<file path="src/rtl/ag_w_seq_pkg.sv">
`default_nettype none
// ============================================================================
// Module      : ag_pkg
// Description : Shared types for the weight address generator: FSM states,
//               latched configuration record and the legality check.
// Revision    : 1.0 - initial release
// ============================================================================
package ag_pkg;

    localparam int C_ADDR_W = 8;
    localparam int C_CNT_W  = 4;
    localparam int C_P_MAX  = 8;
    localparam int C_CS_W   = $clog2(C_P_MAX);

    typedef enum logic [1:0] {
        IDLE = 2'd0,
        RUN  = 2'd1,
        FIN  = 2'd2
    } state_t;

    typedef struct packed {
        logic [C_CNT_W-1:0]  m;
        logic [C_CS_W:0]     p;
        logic [C_CNT_W-1:0]  gamma;
        logic [C_ADDR_W-1:0] base;
    } cfg_t;

    function automatic logic cfg_legal(input cfg_t c);
        return (c.m != '0) && (c.p != '0) && (c.gamma != '0) &&
               (int'(c.p) <= C_P_MAX);
    endfunction

endpackage
`default_nettype wire

</file>
<file path="src/rtl/ag_w_seq_counter.sv">
`default_nettype none
// ============================================================================
// Module      : mod_counter
// Description : Wrapping up-counter with runtime terminal value, enable and
//               synchronous clear; o_wrap flags an enabled step at the max.
// Revision    : 1.0 - initial release
// ============================================================================
module mod_counter #(
    parameter int WIDTH = 4
) (
    input  logic             clk,
    input  logic             rst,
    input  logic             i_clr,
    input  logic             i_en,
    input  logic [WIDTH-1:0] i_max,
    output logic [WIDTH-1:0] o_count,
    output logic             o_wrap
);

    logic [WIDTH-1:0] r_count;

    assign o_wrap  = i_en && (r_count == i_max);
    assign o_count = r_count;

    always_ff @(posedge clk) begin
        if (rst || i_clr) begin
            r_count <= '0;
        end else if (i_en) begin
            r_count <= o_wrap ? '0 : r_count + WIDTH'(1);
        end
    end

endmodule
`default_nettype wire

</file>
<file path="src/rtl/ag_w_seq.sv">
`default_nettype none
// ============================================================================
// Module      : ag_w_seq
// Description : Weight address generator: streams temp_buff addresses and a
//               DPR chip select, word-in-bank-in-segment, over valid/ready.
// Revision    : 1.0 - initial release
// ============================================================================
module ag_w_seq
    import ag_pkg::*;
#(
    parameter int ADDR_W = C_ADDR_W,
    parameter int CNT_W  = C_CNT_W,
    parameter int P_MAX  = C_P_MAX,
    parameter int CS_W   = $clog2(P_MAX)
) (
    input  logic              sys_clk,
    input  logic              reset,
    input  logic              start,
    input  logic              abort,
    input  logic [CNT_W-1:0]  cfg_m,
    input  logic [CS_W:0]     cfg_p,
    input  logic [CNT_W-1:0]  cfg_gamma,
    input  logic [ADDR_W-1:0] cfg_base,
    input  logic              rdy,
    output logic              valid,
    output logic [ADDR_W-1:0] addr,
    output logic [CS_W-1:0]   cs,
    output logic [P_MAX-1:0]  cs_oh,
    output logic              last,
    output logic              busy,
    output logic              done,
    output logic              err
);

    state_t            r_state;
    state_t            w_next;
    cfg_t              w_cfg_in;
    cfg_t              r_cfg;
    logic [ADDR_W-1:0] r_row_off;
    logic              r_err;

    logic [CNT_W-1:0]  w_m_it;
    logic [CNT_W-1:0]  w_g_it;
    logic [CNT_W-1:0]  w_m_max;
    logic [CNT_W-1:0]  w_g_max;
    logic [CS_W-1:0]   w_p_it;
    logic [CS_W-1:0]   w_p_max;
    logic              w_m_wrap;
    logic              w_p_wrap;
    logic              w_g_wrap;
    logic              w_valid;
    logic              w_xfer;
    logic              w_clr;

    assign w_cfg_in = {cfg_m, cfg_p, cfg_gamma, cfg_base};
    assign w_valid  = (r_state == RUN);
    assign w_xfer   = w_valid && rdy;
    assign w_clr    = (r_state != RUN);
    assign w_m_max  = r_cfg.m - CNT_W'(1);
    assign w_g_max  = r_cfg.gamma - CNT_W'(1);
    assign w_p_max  = CS_W'(r_cfg.p - 1'b1);

    mod_counter #(.WIDTH(CNT_W)) u_m_cnt (
        .clk     (sys_clk),
        .rst     (reset),
        .i_clr   (w_clr),
        .i_en    (w_xfer),
        .i_max   (w_m_max),
        .o_count (w_m_it),
        .o_wrap  (w_m_wrap)
    );

    mod_counter #(.WIDTH(CS_W)) u_p_cnt (
        .clk     (sys_clk),
        .rst     (reset),
        .i_clr   (w_clr),
        .i_en    (w_m_wrap),
        .i_max   (w_p_max),
        .o_count (w_p_it),
        .o_wrap  (w_p_wrap)
    );

    mod_counter #(.WIDTH(CNT_W)) u_g_cnt (
        .clk     (sys_clk),
        .rst     (reset),
        .i_clr   (w_clr),
        .i_en    (w_m_wrap && w_p_wrap),
        .i_max   (w_g_max),
        .o_count (w_g_it),
        .o_wrap  (w_g_wrap)
    );

    // w_g_wrap only fires on the transfer of the final beat
    always_comb begin
        w_next = r_state;
        case (r_state)
            IDLE:    if (start) w_next = cfg_legal(w_cfg_in) ? RUN : FIN;
            RUN:     if (abort) w_next = IDLE;
                     else if (w_g_wrap) w_next = FIN;
            FIN:     w_next = IDLE;
            default: w_next = IDLE;
        endcase
    end

    always_ff @(posedge sys_clk) begin
        if (reset) begin
            r_state   <= IDLE;
            r_cfg     <= '0;
            r_row_off <= '0;
            r_err     <= 1'b0;
        end else begin
            r_state <= w_next;
            if (r_state == IDLE && start) begin
                r_cfg     <= w_cfg_in;
                r_row_off <= '0;
                r_err     <= !cfg_legal(w_cfg_in);
            end else if (w_m_wrap && w_p_wrap) begin
                r_row_off <= r_row_off + ADDR_W'(r_cfg.m);
            end
        end
    end

    // Beat fields are forced to zero whenever no beat is presented
    assign valid = w_valid;
    assign addr  = w_valid ? (r_cfg.base + r_row_off + ADDR_W'(w_m_it)) : '0;
    assign cs    = w_valid ? w_p_it : '0;
    assign cs_oh = w_valid ? (P_MAX'(1) << w_p_it) : '0;
    assign last  = w_valid && (w_m_it == w_m_max) && (w_p_it == w_p_max) &&
                   (w_g_it == w_g_max);
    assign busy  = (r_state != IDLE);
    assign done  = (r_state == FIN);
    assign err   = (r_state == FIN) && r_err;

endmodule
`default_nettype wire

</file>
<file path="config.mk">
export PLATFORM = sky130hd
export DESIGN_NAME = ag_w_seq
export DESIGN_NICKNAME = d
export VERILOG_FILES = /design/src/rtl/ag_w_seq_pkg.sv /design/src/rtl/ag_w_seq_counter.sv /design/src/rtl/ag_w_seq.sv
export SDC_FILE = /design/constraint.sdc
export NUM_CORES = 1
export LEC_CHECK = 0
export ABC_AREA = 1
export CAP_MARGIN = 20
export CORE_UTILIZATION = 38
export DETAILED_ROUTE_END_ITERATION = 8
export SLEW_MARGIN = 20
export SYNTH_ARGS = -nofsm -noshare
export SYNTH_HDL_FRONTEND = slang
export SYNTH_SLANG_ARGS = --single-unit
</file>
<file path="constraint.sdc">
create_clock -name sys_clk -period 3.7 [get_ports sys_clk]
set_clock_uncertainty 0.05 [all_clocks]
set_input_delay 0.37 -clock sys_clk [delete_from_list [all_inputs] [get_ports sys_clk]]
set_output_delay 0.37 -clock sys_clk [all_outputs]
set_load 0.05 [all_outputs]
</file>
* Yosys cells after proc, flatten, opt, wreduce, memory -nomap -nowiden
Cells that the tools add are included.
Storage, ports and cells: bits in registers 41, bits in latches 0, memory bits (writable) 0, memory bits (read-only) 0, output and inout bits 24, memories 0
Cells by class: add/sub/neg operators 9, multiply operators 0, divide/modulo/power cells 0, magnitude comparators 1, eq/ne operators 8, shift-type cells 1, muxes and demuxes 11, bitwise logic cells 0, reductions and logical operators 22
Operator list (number):
- $add 8x4->8 | 2
- $mux 8 | 2
- $logic_and 1x1->1 | 13
- $reduce_bool 4->1 | 3
- $add 4x1->4 const B | 2
- $add 8x8->8 | 1
- $eq 4x4->1 | 2
- $mux 2 | 4
- $mux 4 | 2
- $shl 1x3->8 const A | 1
- $sub 4x1->4 const B | 2
- $mux 3 | 2
- $le 4x4->1 const B | 1
- $pmux 2 s2 | 1
- $add 3x1->3 const B | 1
- $eq 3x3->1 | 1
- $ne 3x2->1 const B | 1
- $sub 3x1->3 const B | 1
- $eq 2x1->1 const B | 1
- $eq 2x2->1 const B | 1
- $logic_not 2->1 | 1
- $ne 2x1->1 const B | 1
- $ne 2x2->1 const B | 1
- $reduce_and 2->1 | 1
- 4 further kinds | 4

* Logic depth before layout (Yosys ltp)
Gate-level depths: netlist (run 1).
depth after elaboration 9, mapped depth 14, depth with buffers taken out 14

* Hierarchy
Synthesis (run 1) repeated with hierarchy kept, for this count alone.
Second synthesis, totals: cell total of the unflattened synthesis 484, area, all modules 3078.0 µm²
By module, submodules not included:
- ag_w_seq | times used 1, cells each 360, area an instance 2288.4 µm², seq. area each 600.6 µm²
- mod_counter at u_g_cnt ... | times used 2, cells each 45, area an instance 291.5 µm², seq. area each 80.1 µm²
- mod_counter at u_p_cnt | times used 1, cells each 34, area an instance 206.4 µm², seq. area each 60.1 µm²

* Worst setup path after synthesis (run 1)
OpenSTA, ideal clock, no wires.
path kind flip-flop to output port, from register r_cfg[16] in the netlist's numbering, to output port last, data arrival time 2.645 ns, required time 3.280 ns, setup slack 0.635 ns, cell stages (with the launch flop) 7, cells stage by stage dfxtp_1 inv_1 ha_1 xnor2_1 nor2_4 nand3_2 nor4_1
On the way: cells in the longest elaborated chain, start to end 5
Ends and longest elaborated chain:
- start: declaration | RTL line ag_w_seq.sv:38 | cfg_t r_cfg;
- start signal: assignment | RTL line ag_w_seq.sv:114 | r_cfg <= w_cfg_in;
- $sub 4x1->4 | RTL line ag_w_seq.sv:59 | assign w_m_max = r_cfg.m - CNT_W'(1);
- $eq 4x4->1 | RTL line ag_w_seq.sv:128 | assign last = w_valid && (w_m_it == w_m_max) && (w_p_it == w_p_max) &&
- $logic_and 1x1->1 (3 in a row) | RTL line ag_w_seq.sv:128
- end: declaration | RTL line ag_w_seq.sv:29 | output logic last,
No other way between the ends.

* Final worst setup path (run 1)
from register r_row_off[3], to output port addr[6]
On the way: cells in the longest elaborated chain, start to end 3
Ends and longest elaborated chain:
- start: declaration | RTL line ag_w_seq.sv:39 | logic [ADDR_W-1:0] r_row_off;
- start signal: assignment | RTL line ag_w_seq.sv:118 | r_row_off <= r_row_off + ADDR_W'(r_cfg.m);
- $add 8x8->8 | RTL line ag_w_seq.sv:125 | assign addr = w_valid ? (r_cfg.base + r_row_off + ADDR_W'(w_m_it)) : '0;
- $add 8x4->8 | RTL line ag_w_seq.sv:125
- $mux 8 | RTL line ag_w_seq.sv:125
- end: declaration | RTL line ag_w_seq.sv:26 | output logic [ADDR_W-1:0] addr,
No other way between the ends.

==> out/results.txt, run 1 <==
Most instantiated library cell after synthesis - nand2_1
Startpoint of the most critical setup path - r_row_off[3]$_SDFFE_PP0P_
WHS Path Cells - 2
Maximum fanout encountered on the critical timing path - 5
Clock tree from TritonCTS - built
Sequence of cells on the critical path - fa_1 > ha_1 > a21oi_1 > nand2_1 > nand2_1 > nand2_1 > a21oi_1 > xor2_1 > nor2_1 > clkdlybuf4s50_1
Final global-route overflow total - 0
ANT cells - 0
Worst-case setup slack after placement - 444 ps
Clock insertion delay at the later pin of the skew report - 290 ps
Power Density - 294 nW/µm²
Number of vias per cell - 4.74
Xor and xnor fraction of the mapped netlist area - 5.00%
Crit path max-delay family - buffers and inverters
Share of flip-flops with an asynchronous set or reset - 0%
Max capacitance violation total - 0
Critical setup path kind - flop to primary output
Weighted congestion reported at the end of routability-driven placement - 0.829
Critical Path End Type - primary output
Cell mode on critical path - nand2_1
Fraction of layout instances using a drive strength above 1 - 6.68%
Slowest stage cell on the critical path - clkdlybuf4s50_1
Remaining number of nets flagged by the antenna check after routing - 0
Total of flip-flops plus latches after synthesis - 41
Number of warnings issued by yosys - 0
Cell count of the worst reg-to-reg path - 9
Via count of the first global-routing pass - 2495
Global-route wire length before repair - 11.5 mm
Most used standard cells in the synthesized netlist - nand2_1 (79), inv_1 (55), nor2_1 (52)
Pin count of the biggest net entering global routing - 26
Data arrival time of the worst path - 3040 ps
Netlist Area Pre-Place - 2800 µm²
Core box area - 6940 µm²
DP HPWL - 5.37 mm
H-tree level count - 2
Sinks on the clock net - 41
Post-synthesis cell type with the largest combined area - dfxtp_1
Hold endpoint - r_err$_SDFFE_PP0P_
CP required - 3280 ps
Minimum period implied by the final worst setup slack - 3460 ps
Cells after Synth - 400
Total DRC errors in the routed layout - 0
Hold Buf Count CTS - 0
DRT Wirelength - 6.95 mm
Number of enable flip-flop cells after synthesis - 0
Share of the synthesized area in the top cell type - 29.3%
Root Buffer - clkbuf_8
Filler Cells Inserted - 720
Maximum number of buffers from clock root to sink - 2
Classification of the worst-slack hold path - flop to flop
HP Start - r_err$_SDFFE_PP0P_
Mux cell area share after synthesis - 0%
Compound-Gate Fraction of Synth Area - 12.7%
Starting density of the core - 40.3%
Leak Pwr - 1.54 nW
Number of cell rows - 30
Die Wd - 87.9 µm
Full die area - 7720 µm²
Endpoints failing hold - 0
Largest family of logic cells by synthesized area - simple AND/OR/NAND/NOR gates
Setup TNS - 0 ps
Final core utilization - 49.7%
CP Launch Type - flop
Count of pins on the block boundary - 49
Reg-to-Reg Start - r_cfg[17]$_SDFFE_PP0P_
Slowest cell delay on critical path - 810 ps
Number of CTS-inserted buffers - 5
Pre-antenna DRT Iters - 4
Average routed wire per standard cell - 12.8 µm
# port buffers - 48
Pins Over Slew Limit - 0
Top area cells in the synthesized netlist - dfxtp_1 (29%), ha_1 (11%), nand2_1 (11%)
Final number of setup-violating endpoints - 0
Layout overhead on the synthesized area - 23.1%
Endpoint of the worst register-to-register path - u_g_cnt.o_count[1]$_SDFFE_PP0P_
Share of the clock period used by the worst path after layout - 93.4%
Overall Global Routing Usage - 19.5%
Initial antenna violation count - 0
Final worst setup slack - 243 ps
Clock input transition at the sequential cells of the worst setup and hold paths - 90 ps
Critical path buffer and inverter count - 1
Unrepaired setup endpoints after global routing - false
Synthesized net count - 455
Number of library cell types mapped by synthesis - 30
Outcome - finished, final reports clean
Number of DRC markers in iteration 0 - 100
Highest clock frequency the design can meet - 289 MHz
Simple-gate share of the synthesized area - 27.9%
Fraction of the mapped netlist area in adder cells - 15.0%
Nets - 503
Die Y - 87.9 µm
Average cell area after synthesis - 7.00 µm²
Headroom to the max-slew limit - 64.9%
Commonest register cell after synthesis - dfxtp_1
Worst vdd rail ir drop - 0.129 mV
Number of vias after detailed routing - 2586
Reg-to-reg setup timing slack - 1610 ps
Transition time at the pin with the least slew margin - 526 ps
Sequential cell area fraction in the yosys report - 29.3%
[how the worst max path moves through the flow]
stage,to,cells past startpoint
6_report,addr[6],10
5_1_grt,addr[6],10
4_1_cts,addr[7],13
3_5_place_dp,addr[7],13
3_3_place_gp,addr[7],12
2_1_floorplan,last,6
[worst register-to-register path: stages, from the launching register on]
cell and delay (ps):
dfxtp_1 390, inv_1 120, ha_1 310, xnor2_1 170, nor2_4 140, nand3_2 140
nor2_4 170, nand2_2 220, nand2_1 200, o22ai_2 70
[where the power goes]
group / switching, mW / total, mW / internal, mW
Sequential: 0.0180 / 0.483 / 0.465
Clock: 0.163 / 0.294 / 0.131
Combinational: 0.147 / 0.237 / 0.0906
[final cells by class]
cell class / count / area (µm²) / area share (%)
sequential: 41 / 821 / 23.8
multi-input combinational: 288 / 1700 / 49.2
clock buffer: 6 / 72.6 / 2.10
tap: 96 / 120 / 3.48
inverter: 63 / 236 / 6.86
clock inverter: 2 / 10.0 / 0.290
timing repair buffer: 49 / 490 / 14.2
[per-stage QoR]
step	power, mW	std cells	hold slack (ps)	instance area (µm²)
3_3_place_gp	0.729	537	406	3360
3_5_place_dp	0.732	537	413	3360
2_1_floorplan	0.654	400	385	2800
4_1_cts	1.03	545	427	3450
6_report	1.02	545	421	3450
5_1_grt	1.07	545	468	3450
[timing repair]
action / 4_1_cts / 5_1_grt
hold endpoints to repair: 0 / 0
endpoints found under the setup margin: 0 / 1
gates resized for setup: 0 / 1
buffers inserted: 0 / 0
[metal layers]
| layer | global-route usage, % | up-vias | part of all wire [%] |
|---|---|---|---|
| li1 | - | 1365 | - |
| met1 | 25.4 | 1169 | 51 |
| met2 | 33.3 | 45 | 45 |
| met3 | 3.11 | 7 | 2.7 |
| met4 | 5.22 | 0 | 1.1 |
| met5 | 0 | - | 0 |
[layout by cell type (no fill, tap or decap), types with 3 or more instances in the layout]
cell type / instances
inv_2: 8
nor2_4: 5
clkdlybuf4s50_1: 47
nand2_1: 79
nand3_1: 18
o21ai_0: 26
xnor2_1: 4
xor2_1: 12
clkbuf_8: 5
nand2_2: 3
nor2_1: 52
a21oi_1: 31
dfxtp_1: 41
inv_1: 55
nand4_1: 4
ha_1: 24
nor3_1: 10
fa_1: 6
[cell families (layout without fill, tap and decap cells)]
family	count (synthesis)	in the layout
DFF	41	41
AOI/OAI and AO/OA	66	66
xor gates and xnor gates	16	16
and+or+nand+nor	176	176
adders and majority gates	30	30
buffers and inverters	71	120
[state kept, by name, indices dropped and copies added (netlist names)]
| name | count |
|---|---|
| r_state | 2 |
| r_err | 1 |
| u_p_cnt.o_count | 3 |
| r_cfg | 19 |
| u_m_cnt.o_count | 4 |
| r_row_off | 8 |
| u_g_cnt.o_count | 4 |
Note: power is estimated with default switching activity, not from simulation.
==> inputs of run 2 (changes only) <==
--- a/config.mk
+++ b/config.mk
@@ -8,6 +8,7 @@
 export ABC_AREA = 1
 export CAP_MARGIN = 20
 export CORE_UTILIZATION = 38
+export CTS_BUF_LIST = sky130_fd_sc_hd__clkbuf_4
 export DETAILED_ROUTE_END_ITERATION = 8
 export SLEW_MARGIN = 20
 export SYNTH_ARGS = -nofsm -noshare
==> run 2 against run 1 <==
Hold slack better by 6.0 ps. Critical path depth unchanged. Cell count unchanged. Setup slack worse by 66 ps. Highest routed layer unchanged.
==> out/results.txt, run 2 (same netlist as run 1, synthesis figures left out) <==
Outcome - finished, final reports clean
Weighted congestion reported at the end of routability-driven placement - 0.829 (unchanged)
Final global-route overflow total - 0 (unchanged)
Final Non-Filler Cells - 545 (unchanged)
Count of pins on the block boundary - 49 (unchanged)
Pre-antenna DRT Iters - 6 (+2)
Reg-to-reg setup timing slack - 1580 ps (-30 ps)
Maximum number of buffers from clock root to sink - 2 (unchanged)
Commonest cells after routing, fill and taps aside - nand2_1 (79), inv_1 (55), nor2_1 (52)
Via count of the first global-routing pass - 2494 (-0.040%)
Number of cell rows - 30 (unchanged)
Cell mode on critical path - nand2_1
Fraction of power consumed by combinational cells - 24.8% (+1.4 points)
Headroom to the max-slew limit - 64.2% (-0.72 points)
Total DRC errors in the routed layout - 0 (unchanged)
Number of CTS-inserted buffers - 5 (unchanged)
Maximum fanout encountered on the critical timing path - 5 (unchanged)
Endpoints failing hold - 0 (unchanged)
Pins Over Slew Limit - 0 (unchanged)
Placed Cells - 537 (unchanged)
Root Buffer - clkbuf_4
Pin count of the biggest net entering global routing - 26 (unchanged)
Classification of the worst-slack hold path - flop to flop
Transition time at the pin with the least slew margin - 536 ps (+10.8 ps)
Overall Global Routing Usage - 19.7% (+0.18 points)
Critical Path End Type - primary output
Full die area - 7720 µm² (unchanged)
Fraction of layout instances using a drive strength above 1 - 6.90% (+0.22 points)
DRT Wirelength - 6.99 mm (+0.49%)
Power share of the clock group - 24.6% (-4.4 points)
Number of vias per cell - 4.74 (-0.15%)
Share of the clock period used by the worst path after layout - 95.2% (+1.8 points)
Clock tree from TritonCTS - built
Worst-case setup slack after placement - 444 ps (unchanged)
Net Sw Power - 0.321 mW (-2.2%)
Endpoint of the worst register-to-register path - u_g_cnt.o_count[1]$_SDFFE_PP0P_
Post-detailed-placement cell area - 3360 µm² (unchanged)
Area of all placed cells without fillers - 3420 µm² (-0.80%)
# port buffers - 48 (unchanged)
Average routed wire per standard cell - 12.8 µm (+0.49%)
Switching power share of the total - 33.5% (+1.2 points)
Cell count of the worst reg-to-reg path - 9 (unchanged)
Cell Int Power - 0.636 mW (-7.4%)
Clock input transition at the sequential cells of the worst setup and hold paths - 130 ps (+40 ps)
Max FFs per register - 19 (unchanged)
Number of vias after detailed routing - 2582 (-0.15%)
Reg-to-Reg Start - r_cfg[17]$_SDFFE_PP0P_
Max capacitance violation total - 0 (unchanged)
Leak Pwr - 1.53 nW (-0.62%)
ANT cells - 0 (unchanged)
Hold Buf Count CTS - 0 (unchanged)
Filler Cells Inserted - 725 (+0.69%)
Final worst setup slack - 177 ps (-65.9 ps)
Starting density of the core - 40.3% (unchanged)
Minimum period implied by the final worst setup slack - 3520 ps (+65.9 ps)
Layout overhead on the synthesized area - 22.1%
WHS Path Cells - 2 (unchanged)
Remaining number of nets flagged by the antenna check after routing - 0 (unchanged)
Most common cell after layout, fill and taps aside - nand2_1
Global-route wire length before repair - 11.5 mm (+0.18%)
Highest clock frequency the design can meet - 284 MHz (-1.9%)
Power Density - 280 nW/µm² (-5.0%)
Largest Register - r_cfg
Slowest stage cell on the critical path - clkdlybuf4s50_1
Sinks on the clock net - 41 (unchanged)
Final number of setup-violating endpoints - 0 (unchanged)
Initial antenna violation count - 0 (unchanged)
Worst hold slack after final layout - 427 ps (+6.01 ps)
Slowest cell delay on critical path - 810 ps (about the same)
CP required - 3280 ps (about the same)
H-tree level count - 2 (unchanged)
Startpoint of the most critical setup path - r_row_off[3]$_SDFFE_PP0P_
Critical setup path kind - flop to primary output
Die Wd - 87.9 µm (unchanged)
Core box area - 6940 µm² (unchanged)
Crit path capture - addr[6]
Setup TNS - 0 ps (unchanged)
Number of DRC markers in iteration 0 - 118 (+18%)
Sequence of cells on the critical path - fa_1 > ha_1 > a21oi_1 > nand2_1 > nand2_1 > nand2_1 > a21oi_1 > xor2_1 > nor2_1 > clkdlybuf4s50_1
Registers with the highest flip-flop counts - r_cfg x19, r_row_off x8
Unrepaired setup endpoints after global routing - false
Nets - 503 (unchanged)
DP HPWL - 5.37 mm (unchanged)
Clock insertion delay at the later pin of the skew report - 360 ps (+70 ps)
CP Launch Type - flop
Worst vdd rail ir drop - 0.127 mV (-1.9%)
Data arrival time of the worst path - 3100 ps (+60 ps)
Sequential cell fraction of total power - 50.6% (+3.0 points)
Die Y - 87.9 µm (unchanged)
[run 2: cell counts in the layout (fill, tap and decap cells not counted)]
No cell type changed its count.
[run 2: worst min path at each step]
stage                        from  slack [ps]                  to
6_report       r_err$_SDFFE_PP0P_         430  r_err$_SDFFE_PP0P_
5_1_grt        r_err$_SDFFE_PP0P_         470  r_err$_SDFFE_PP0P_
4_1_cts        r_err$_SDFFE_PP0P_         430  r_err$_SDFFE_PP0P_
3_5_place_dp   r_err$_SDFFE_PP0P_         410  r_err$_SDFFE_PP0P_
3_3_place_gp   r_err$_SDFFE_PP0P_         410  r_err$_SDFFE_PP0P_
2_1_floorplan  r_err$_SDFFE_PP0P_         380  r_err$_SDFFE_PP0P_
[run 2: power by group through the flow]
stage	combinational [mW]	clock, mW	sequential [mW]
final	0.238	0.236	0.484
after global routing	0.267	0.258	0.488
after CTS	0.240	0.246	0.484
after detailed placement	0.238	0	0.494
after global placement	0.236	0	0.493
after floorplan	0.166	0	0.488
[run 2: timing repair]
item	in CTS	in global routing
setup buffers	0	0
endpoints found under the hold margin	0	0
endpoints found under the setup margin	0	1
resized for setup	0	1
[run 2: final cells by class]
class	count	area, µm²	share of cell area [%]
multi-input cells	288	1700	49.6
flip-flops and latches	41	821	24.0
repair buffers	49	490	14.3
inverters	63	236	6.91
well taps	96	120	3.51
clock buffers	6	45.0	1.32
clock inverters	2	10.0	0.293
[run 2: worst max-delay path: cells and delay by family (launching register included)]
kind | cells | cell delay [ps]
buffers and inverters | 1 | 810
adder cells (fa/ha/maj) | 2 | 800
flip-flops | 1 | 430
AO/OA/AOI/OAI | 2 | 310
AND/OR/NAND/NOR | 4 | 300
XOR/XNOR | 1 | 90
[run 2: per-stage QoR]
stage	utilization (%)	total power, mW
2_1_floorplan	-	0.654
3_3_place_gp	48.4	0.729
3_5_place_dp	48.4	0.732
4_1_cts	49.2	0.970
5_1_grt	49.3	1.01
6_report	49.3	0.957
[run 2: per-layer routing]
layer | up-vias | routed length (µm) | share of wire, % | GRT usage, %
li1 | 1368 | - | - | -
met1 | 1159 | 3530 | 50 | 25.3
met2 | 45 | 3130 | 45 | 33.2
met3 | 10 | 216 | 3.1 | 3.77
met4 | 0 | 111 | 1.6 | 6.11
met5 | - | 0 | 0 | 0
==> inputs of run 3 (changes only) <==
--- a/config.mk
+++ b/config.mk
@@ -10,6 +10,7 @@
 export CORE_UTILIZATION = 38
 export CTS_BUF_LIST = sky130_fd_sc_hd__clkbuf_4
 export DETAILED_ROUTE_END_ITERATION = 8
+export DONT_BUFFER_PORTS = 1
 export SLEW_MARGIN = 20
 export SYNTH_ARGS = -nofsm -noshare
 export SYNTH_HDL_FRONTEND = slang
==> run 3 against run 2 <==
Power grew 4.5%. Routed wire length is 1.9% lower. Global-route usage down 0.24 points. Highest routed layer unchanged. Combinational power down 13%. Flip-flop and latch count did not move. Critical path depth is 3 higher. Hold slack worse by 330 ps. Via count decreased by 4.0%.
==> out/results.txt, run 3 (same netlist as run 1, synthesis figures left out) <==
Outcome - finished, final reports clean
Share of the clock period used by the worst path after layout - 84.6% (-11 points)
Count of pins on the block boundary - 49 (unchanged)
Worst hold slack after final layout - 94.2 ps (-333 ps)
Root Buffer - clkbuf_4
Crit path max-delay family - adder cells
Layout overhead on the synthesized area - 10.6%
Registers with the highest flip-flop counts - r_cfg x19, r_row_off x8
Pins Over Slew Limit - 0 (unchanged)
Fraction of layout instances using a drive strength above 1 - 11.0% (+4.1 points)
Maximum fanout encountered on the critical timing path - 5 (unchanged)
Critical Path End Type - primary output
Via count of the first global-routing pass - 2420 (-3.0%)
Number of cell rows - 30 (unchanged)
Total DRC errors in the routed layout - 0 (unchanged)
Filler Cells Inserted - 733 (+1.1%)
Final Non-Filler Cells - 513 (-5.9%)
Switching power share of the total - 31.9% (-1.6 points)
# port buffers - 0 (-100%)
Sinks on the clock net - 41 (unchanged)
Clock input transition at the sequential cells of the worst setup and hold paths - 140 ps (about the same)
Largest Register - r_cfg
Sequential cell fraction of total power - 48.4% (-2.2 points)
Minimum period implied by the final worst setup slack - 3130 ps (-391 ps)
Unrepaired setup endpoints after global routing - false
Cell Int Power - 0.681 mW (+7.0%)
Number of vias per cell - 4.83 (+2.0%)
Global routing usage on met1 - 26.0% (+0.65 points)
Clock insertion delay at the later pin of the skew report - 360 ps (about the same)
Initial antenna violation count - 0 (unchanged)
Overall Global Routing Usage - 19.4% (-0.24 points)
Number of DRC markers in iteration 0 - 82 (-31%)
Remaining number of nets flagged by the antenna check after routing - 0 (unchanged)
CP Launch Type - flop
Maximum number of buffers from clock root to sink - 2 (unchanged)
Average routed wire per standard cell - 13.4 µm (+4.2%)
Core box area - 6940 µm² (unchanged)
Transition time at the pin with the least slew margin - 934 ps (+397 ps)
Die Wd - 87.9 µm (unchanged)
Worst vdd rail ir drop - 0.184 mV (+46%)
Classification of the worst-slack hold path - input port to flop
Setup TNS - 0 ps (unchanged)
Slowest cell delay on critical path - 500 ps (-310 ps)
ANT cells - 0 (unchanged)
CP required - 3280 ps (about the same)
Starting density of the core - 40.3% (unchanged)
Number of buffers inserted to repair setup after CTS - 0 (unchanged)
Number of CTS-inserted buffers - 5 (unchanged)
Fraction of power consumed by combinational cells - 20.7% (-4.1 points)
Area of all placed cells without fillers - 3100 µm² (-9.4%)
Sequence of cells on the critical path - fa_1 > ha_1 > inv_1 > fa_1 > inv_1 > nand3_1 > nand2_1 > nand2_1 > nand2_1 > a21oi_1 > o21ai_0 > a21oi_1 > buf_4
Critical path buffer and inverter count - 3 (+2)
Max FFs per register - 19 (unchanged)
Endpoints failing hold - 0 (unchanged)
Nets - 471 (-6.4%)
Data arrival time of the worst path - 2710 ps (-390 ps)
H-tree level count - 2 (unchanged)
Slowest stage cell on the critical path - fa_1
Final number of setup-violating endpoints - 0 (unchanged)
CTS-repair resized insts - 0 (unchanged)
Cell mode on critical path - nand2_1
Critical setup path kind - flop to primary output
Post-detailed-placement cell area - 2990 µm² (-11%)
Highest clock frequency the design can meet - 319 MHz (+12%)
Full die area - 7720 µm² (unchanged)
Number of vias after detailed routing - 2480 (-4.0%)
Pin count of the biggest net entering global routing - 26 (unchanged)
GRT met3 Usage - 3.86% (+0.094 points)
GR met2 Demand/Resource - 32.1% (-1.1 points)
Global-route wire length before repair - 11.4 mm (-0.84%)
Power share of the clock group - 30.9% (+6.3 points)
Headroom to the max-slew limit - 37.5% (-27 points)
Pwr Total - 1.00 mW (+4.5%)
Pre-antenna DRT Iters - 5 (-1)
Most common cell after layout, fill and taps aside - nand2_1
Most used routing layer in global routing - met2
Power Density - 323 nW/µm² (+15%)
Leak Pwr - 1.43 nW (-6.5%)
DP HPWL - 5.24 mm (-2.4%)
Net Sw Power - 0.319 mW (-0.47%)
Commonest cells after routing, fill and taps aside - nand2_1 (79), inv_1 (55), nor2_1 (52)
Final global-route overflow total - 0 (unchanged)
Placed Cells - 503 (-6.3%)
Die Y - 87.9 µm (unchanged)
Clock tree from TritonCTS - built
Max capacitance violation total - 0 (unchanged)
DRT Wirelength - 6.86 mm (-1.9%)
Weighted congestion reported at the end of routability-driven placement - 0.847 (+2.1%)
-- run 3: per-layer routing --
metal / routed length, µm / share of wire [%]
met2: 3130 / 46
met3: 353 / 5.1
met5: 0 / 0
met4: 69 / 1.0
met1: 3300 / 48
-- run 3: repair_timing --
| action | in CTS | in global routing |
|---|---|---|
| hold buffers | 1 | 1 |
| hold endpoints to repair | 1 | 2 |
| endpoints found under the setup margin | 0 | 0 |
-- run 3: cell type report --
type | count | area, µm² | area share [%]
inverter | 63 | 236 | 7.63
clock inverter | 2 | 38.8 | 1.25
sequential | 41 | 821 | 26.5
multi-input combinational | 288 | 1700 | 55.0
tap | 96 | 120 | 3.88
timing repair buffer | 17 | 133 | 4.28
clock buffer | 6 | 45.0 | 1.45
-- run 3: path summary, 6_finish.rpt --
| kind | from | to | slack, ps | depth (start not counted) |
|---|---|---|---|---|
| setup / recovery | u_m_cnt.o_count[1]$_SDFFE_PP0P_ | addr[7] | 570 | 13 |
| hold reg to reg | r_err$_SDFFE_PP0P_ | r_err$_SDFFE_PP0P_ | 420 | 2 |
| setup reg to reg | r_cfg[16]$_SDFFE_PP0P_ | u_g_cnt.o_count[1]$_SDFFE_PP0P_ | 1570 | 9 |
| hold / removal | cfg_base[5] | r_cfg[5]$_SDFFE_PP0P_ | 90 | 2 |
-- run 3: power by group through the flow --
| stage | logic, mW | registers [mW] | clock network (mW) |
|---|---|---|---|
| 6_report | 0.207 | 0.484 | 0.309 |
| 5_1_grt | 0.234 | 0.487 | 0.338 |
| 3_5_place_dp | 0.205 | 0.494 | 0 |
| 4_1_cts | 0.207 | 0.484 | 0.321 |
| 3_3_place_gp | 0.202 | 0.493 | 0 |
| 2_1_floorplan | 0.166 | 0.488 | 0 |
-- run 3: through the flow --
| step | util, % | setup slack, ps |
|---|---|---|
| 3_5_place_dp | 43.1 | 974 |
| 5_1_grt | 44.6 | 286 |
| 6_report | 44.6 | 568 |
| 2_1_floorplan | - | 635 |
| 4_1_cts | 44.5 | 532 |
| 3_3_place_gp | 43.1 | 1030 |
